File: config.mk
export PLATFORM = sky130hd
export DESIGN_NAME = control_fsm
export DESIGN_NICKNAME = d
export VERILOG_FILES = /design/src/rtl/control_fsm.sv
export SDC_FILE = /design/constraint.sdc
export NUM_CORES = 1
export LEC_CHECK = 0
export BUFFER_PORTS_ARGS = -buffer_cell sky130_fd_sc_hd__buf_2
export CAP_MARGIN = 20
export CORE_ASPECT_RATIO = 0.7
export CORE_MARGIN = 4
export CORE_UTILIZATION = 54
export DETAILED_ROUTE_END_ITERATION = 8
export MAX_ROUTING_LAYER = met4
export PLACE_DENSITY = 0.85
export SLEW_MARGIN = 20
export SYNTH_ARGS = -nofsm -noshare
export SYNTH_HDL_FRONTEND = slang
export SYNTH_SLANG_ARGS = --single-unit
File: constraint.sdc
create_clock -name clk -period 3.69 [get_ports clk]
set_input_delay 0.369 -clock clk [delete_from_list [all_inputs] [get_ports clk]]
set_output_delay 0.369 -clock clk [all_outputs]
set_load 0.02 [all_outputs]
File: src/rtl/control_fsm.sv
// Multi-cycle RV32I sequencer: steps each instruction through FETCH, DECODE, EXEC,
// optional MEM and WB, drives every datapath enable/select and counts retired instructions.
module control_fsm #(
  parameter int unsigned COUNT_WIDTH = 32
) (
  input  logic                   clk,
  input  logic                   reset_n,
  input  logic [6:0]             opcode,
  input  logic [2:0]             funct3,
  input  logic [4:0]             rd,
  input  logic                   bit20,
  input  logic                   branch_taken,
  input  logic                   mem_ready,
  output logic                   mem_req,
  output logic                   mem_we,
  output logic                   mem_addr_sel,
  output logic                   ir_we,
  output logic                   mdr_we,
  output logic                   rf_we,
  output logic [1:0]             wb_sel,
  output logic [1:0]             alu_a_sel,
  output logic                   alu_b_sel,
  output logic                   alu_fn_sel,
  output logic                   pc_we,
  output logic [1:0]             pc_sel,
  output logic                   halted,
  output logic                   illegal,
  output logic [COUNT_WIDTH-1:0] instret
);

  localparam logic [6:0] OPC_LUI    = 7'b0110111;
  localparam logic [6:0] OPC_AUIPC  = 7'b0010111;
  localparam logic [6:0] OPC_JAL    = 7'b1101111;
  localparam logic [6:0] OPC_JALR   = 7'b1100111;
  localparam logic [6:0] OPC_BRANCH = 7'b1100011;
  localparam logic [6:0] OPC_LOAD   = 7'b0000011;
  localparam logic [6:0] OPC_STORE  = 7'b0100011;
  localparam logic [6:0] OPC_OPIMM  = 7'b0010011;
  localparam logic [6:0] OPC_OP     = 7'b0110011;
  localparam logic [6:0] OPC_MISC   = 7'b0001111;
  localparam logic [6:0] OPC_SYSTEM = 7'b1110011;

  typedef enum logic [2:0] {
    FETCH,
    DECODE,
    EXEC,
    MEM,
    WB,
    HALT
  } state_t;

  state_t                 state, state_next;
  logic                   taken_q;
  logic                   halted_q;
  logic                   illegal_q;
  logic [COUNT_WIDTH-1:0] count_q;

  logic is_lui, is_auipc, is_jal, is_jalr, is_branch, is_load;
  logic is_store, is_opimm, is_op, is_misc, supported, is_halt_op;
  logic [1:0] cls_a_sel;
  logic       cls_b_sel;
  logic       cls_fn_sel;

  // ECALL and EBREAK halt identically, so inst[20] carries no information here.
  logic unused_bits;
  assign unused_bits = bit20;

  always_comb begin
    is_lui     = (opcode == OPC_LUI);
    is_auipc   = (opcode == OPC_AUIPC);
    is_jal     = (opcode == OPC_JAL);
    is_jalr    = (opcode == OPC_JALR);
    is_branch  = (opcode == OPC_BRANCH);
    is_load    = (opcode == OPC_LOAD);
    is_store   = (opcode == OPC_STORE);
    is_opimm   = (opcode == OPC_OPIMM);
    is_op      = (opcode == OPC_OP);
    is_misc    = (opcode == OPC_MISC);
    supported  = is_lui | is_auipc | is_jal | is_jalr | is_branch | is_load |
                 is_store | is_opimm | is_op | is_misc;
    is_halt_op = (opcode == OPC_SYSTEM) && (funct3 == 3'd0);
  end

  always_comb begin
    cls_a_sel  = 2'd0;
    cls_b_sel  = 1'b0;
    cls_fn_sel = 1'b0;
    if (is_op) begin
      cls_fn_sel = 1'b1;
    end else if (is_opimm) begin
      cls_b_sel  = 1'b1;
      cls_fn_sel = 1'b1;
    end else if (is_lui) begin
      cls_a_sel = 2'd2;
      cls_b_sel = 1'b1;
    end else if (is_auipc) begin
      cls_a_sel = 2'd1;
      cls_b_sel = 1'b1;
    end else if (is_load | is_store | is_jalr) begin
      cls_b_sel = 1'b1;
    end else if (is_branch) begin
      cls_fn_sel = 1'b1;
    end
  end

  always_ff @(posedge clk or negedge reset_n) begin
    if (!reset_n) begin
      state     <= FETCH;
      taken_q   <= 1'b0;
      halted_q  <= 1'b0;
      illegal_q <= 1'b0;
      count_q   <= '0;
    end else begin
      state <= state_next;
      if (state == EXEC && is_branch) taken_q <= branch_taken;
      if (state == DECODE && !supported) begin
        if (is_halt_op) halted_q <= 1'b1;
        else            illegal_q <= 1'b1;
      end
      if (state == WB) count_q <= count_q + {{(COUNT_WIDTH-1){1'b0}}, 1'b1};
    end
  end

  always_comb begin
    state_next   = state;
    mem_req      = 1'b0;
    mem_we       = 1'b0;
    mem_addr_sel = 1'b0;
    ir_we        = 1'b0;
    mdr_we       = 1'b0;
    rf_we        = 1'b0;
    wb_sel       = 2'd0;
    alu_a_sel    = 2'd0;
    alu_b_sel    = 1'b0;
    alu_fn_sel   = 1'b0;
    pc_we        = 1'b0;
    pc_sel       = 2'd0;
    case (state)
      FETCH: begin
        mem_req = 1'b1;
        if (mem_ready) begin
          ir_we      = 1'b1;
          state_next = DECODE;
        end
      end
      DECODE: state_next = supported ? EXEC : HALT;
      EXEC: begin
        alu_a_sel  = cls_a_sel;
        alu_b_sel  = cls_b_sel;
        alu_fn_sel = cls_fn_sel;
        state_next = (is_load | is_store) ? MEM : WB;
      end
      MEM: begin
        mem_req      = 1'b1;
        mem_addr_sel = 1'b1;
        mem_we       = is_store;
        alu_a_sel    = cls_a_sel;
        alu_b_sel    = cls_b_sel;
        alu_fn_sel   = cls_fn_sel;
        if (mem_ready) begin
          mdr_we     = is_load;
          state_next = WB;
        end
      end
      WB: begin
        pc_we  = 1'b1;
        rf_we  = (rd != 5'd0) &&
                 (is_op | is_opimm | is_lui | is_auipc | is_load | is_jal | is_jalr);
        wb_sel = is_load ? 2'd1 : ((is_jal | is_jalr) ? 2'd2 : 2'd0);
        if (is_jal)                    pc_sel = 2'd1;
        else if (is_jalr)              pc_sel = 2'd2;
        else if (is_branch && taken_q) pc_sel = 2'd1;
        if (is_jalr) begin
          alu_a_sel  = cls_a_sel;
          alu_b_sel  = cls_b_sel;
          alu_fn_sel = cls_fn_sel;
        end
        state_next = FETCH;
      end
      HALT: state_next = HALT;
      default: state_next = FETCH;
    endcase
    // Reset parks the FSM in FETCH; keep the memory port and enables quiet until release.
    if (!reset_n) begin
      mem_req = 1'b0;
      mem_we  = 1'b0;
      ir_we   = 1'b0;
      mdr_we  = 1'b0;
      rf_we   = 1'b0;
      pc_we   = 1'b0;
    end
  end

  assign halted  = halted_q;
  assign illegal = illegal_q;
  assign instret = count_q;

endmodule
==> results.md <==
* Final RePlAce weighted congestion at 0.837
* Max-slew violation count at 0
* Number of cells upsized or downsized after cts at 0
* Die outline area at 4910 µm²
* Data required, critical path at 3320 ps
* Endpoints failing hold at 0
* Maximum ir drop on the vdd rail at 0.258 mV
* Number of setup violations in the final report at 0
* Biggest area contributors in the synthesized netlist: sky130_fd_sc_hd__dfrtp_1 (46%), sky130_fd_sc_hd__xnor2_1 (10%), sky130_fd_sc_hd__nand4_1 (4.5%), sky130_fd_sc_hd__nand2_1 (3.4%), sky130_fd_sc_hd__nor4_1 (3.0%)
* Wire length of the first global-routing pass at 8550 µm
* Detailed-placement wirelength estimate at 3790 µm
* CTS root buffer: sky130_fd_sc_hd__clkbuf_8
* Final Power at 1.06 mW
* Startpoint types: register
* Setup repair after global routing missed its margin: no
* Final core occ at 70.0%
* Number of CTS-inserted buffers at 5
* Transition time at the pin with the least slew margin at 973 ps
* Critical Path AT at 2550 ps
* Synth top area share at 45.8%
* Worst hold path class: input port to async pin
* Critical path class: register to output port
* Vias in the first global route at 1784
* Number of enable-type register cells in the synthesized netlist at 0
* Number of hold buffers added after cts at 0
* Number of synthesized register bits at 38
* Pin count of the biggest net entering global routing at 41
* Number of DRC markers after the initial detailed-route iteration at 144
* Antenna fix cells at 0
* Antenna violation net count after detailed routing at 0
* Hold slack at 128 ps
* Dominant register cell in the synthesized netlist: sky130_fd_sc_hd__dfrtp_1
* Number of instances in the synthesized netlist at 217
* Number of buffers on the longest clock path at 2
* Final-layout setup total negative slack at 0 ps
* Worst setup EP type: output port
* Cell area after placement at 2440 µm²
* Number of buffers added for setup after CTS at 0
* Final design area excluding fillers at 2520 µm²
* Maximum clock rate at 343 MHz
* Routed wire length at 5020 µm
* Row count at 18
* First-pass iteration count of the detailed router at 4
* Grt ovf at 0
* Clock latency on the worst-skew pair at 290 ps
* Synthesized Nets at 238
* Number of antenna violations at the first check in global routing at 0
* H-tree depth reported by CTS at 2
* Final critical-path setup slack at 774 ps
* Initial core utilization at 57.6%
* Async set or reset register ratio after synthesis at 100%
* Die Width at 82.1 µm
* Relative slew margins at 34.9%
* Share of the clock period used by the worst path at 79.0%
* Worst setup slack after placement at 1090 ps
* Final #Nets at 304
* Average wire per standard cell at 15.1 µm
* Global-route total usage across every layer at 23.5%
* Share of post-route cells with drive strength above 1 at 28.0%
* Synthesized area at 2070 µm²
* Clock-pin transition on the worst setup and hold timing paths at 70 ps
* Cell taking the most area after synthesis: sky130_fd_sc_hd__dfrtp_1
* CTS tree: built
* Yosys warning count at 0
* Avg Cell Area, Syn at 9.56 µm²
* Result of the run: complete, no violations
* Non-filler cells, final at 332
* Final critical path time including I/O delays and setup at 2920 ps
* Number of port buffers at 67
* Synth cell count leaders: sky130_fd_sc_hd__dfrtp_1 (38), sky130_fd_sc_hd__xnor2_1 (24), sky130_fd_sc_hd__nand2_1 (19)
* Number of remaining DRC errors at 0
* Leakage dissipation at 1.28 nW
* Die Y-Extent at 59.9 µm
* Largest driver fanout on the critical path at 14
* Maximum clock skew at final layout at 3.86 ps
* Vias at 1901
* Synth unique cells at 43
* Area growth from synthesis to layout at 21.7%
* CTS sink cnt at 38
* Cell total after placement at 326
* Core Area at 3600 µm²
* Max-Cap Viols at 0
* Portion of the post-synthesis area used by sequential elements at 45.8%
* Number of top-level design ports at 69
* Most repeated cell in the gate-level netlist after synthesis: sky130_fd_sc_hd__dfrtp_1
* P per Cell Area at 420 nW/µm²
* Post-detailed-route via-to-cell ratio at 5.73
state kept, by name (all words and copies together), names as in the netlist:
signal,count
taken_q,1
halted,1
state,3
illegal,1
instret,32
critical path: stages (launching register included):
cell	delay (ps)
sky130_fd_sc_hd__dfrtp_1	520
sky130_fd_sc_hd__or3b_1	600
sky130_fd_sc_hd__nor3_1	360
sky130_fd_sc_hd__nand2_1	160
sky130_fd_sc_hd__a2111oi_0	380
sky130_fd_sc_hd__buf_2	230
metal layers:
layer,vias up,wire (µm),track usage (%)
li1,910,-,-
met3,11,330,4.82
met5,-,0,-
met1,911,2260,33.4
met2,69,2350,33.7
met4,0,81,7.58
report_power, final:
| group | switching (mW) | internal, mW |
|---|---|---|
| Combinational | 0.148 | 0.0996 |
| Clock | 0.136 | 0.144 |
| Sequential | 0.0760 | 0.456 |
| Total | 0.360 | 0.699 |
area by class of cell:
class	count	area [µm²]
Timing Repair Buffer	69	350
Multi-Input combinational cell	162	1050
Tap cell	50	62.6
Fill cell	293	1080
Inverter	7	26.3
Clock buffer	6	82.6
Sequential cell	38	951
final timing paths:
check | startpoint | end | slack (ps) | depth (start not counted)
setup / recovery | state[0]$_DFFE_PN0P_ | alu_b_sel | 770 | 5
hold / removal | reset_n | instret[26]$_DFFE_PN0P_ | 130 | 2
setup reg to reg | state[0]$_DFFE_PN0P_ | instret[11]$_DFFE_PN0P_ | 1370 | 4
hold reg to reg | instret[31]$_DFFE_PN0P_ | instret[31]$_DFFE_PN0P_ | 460 | 1
max in group asynchronous | reset_n | instret[10]$_DFFE_PN0P_ | 3220 | 2
min in group clk | branch_taken | taken_q$_DFFE_PN0P_ | 320 | 2
cells in the final DEF, fill, tap and decap left out, drive strengths merged, types with 2 or more instances in the layout:
| cell type | count |
|---|---|
| or3b | 2 |
| o21ai | 6 |
| nand4 | 15 |
| xnor2 | 24 |
| nand3 | 12 |
| nor2 | 16 |
| nor3 | 8 |
| and4 | 6 |
| or2b | 2 |
| and3 | 5 |
| or4 | 2 |
| buf | 69 |
| o41ai | 2 |
| dfrtp | 38 |
| and2 | 2 |
| nand2 | 19 |
| clkbuf | 6 |
| xor2 | 7 |
| nor4 | 10 |
| inv | 7 |
| nand4bb | 2 |
| a21oi | 3 |
| or3 | 2 |
| nor3b | 2 |
logic make-up (layout without fill, tap and decap cells):
kind of cell | Yosys count | after routing | synth area share (%)
flip-flops | 38 | 38 | 45.8
multiplexers | 2 | 2 | 1.03
AND/OR/NAND/NOR | 109 | 109 | 29.8
adder cells (fa/ha/maj) | 1 | 1 | 0.603
AO/OA/AOI/OAI | 19 | 19 | 6.15
buffers and inverters | 17 | 82 | 3.50
XOR/XNOR | 31 | 31 | 13.1
Power figures use the tool's default switching activity.
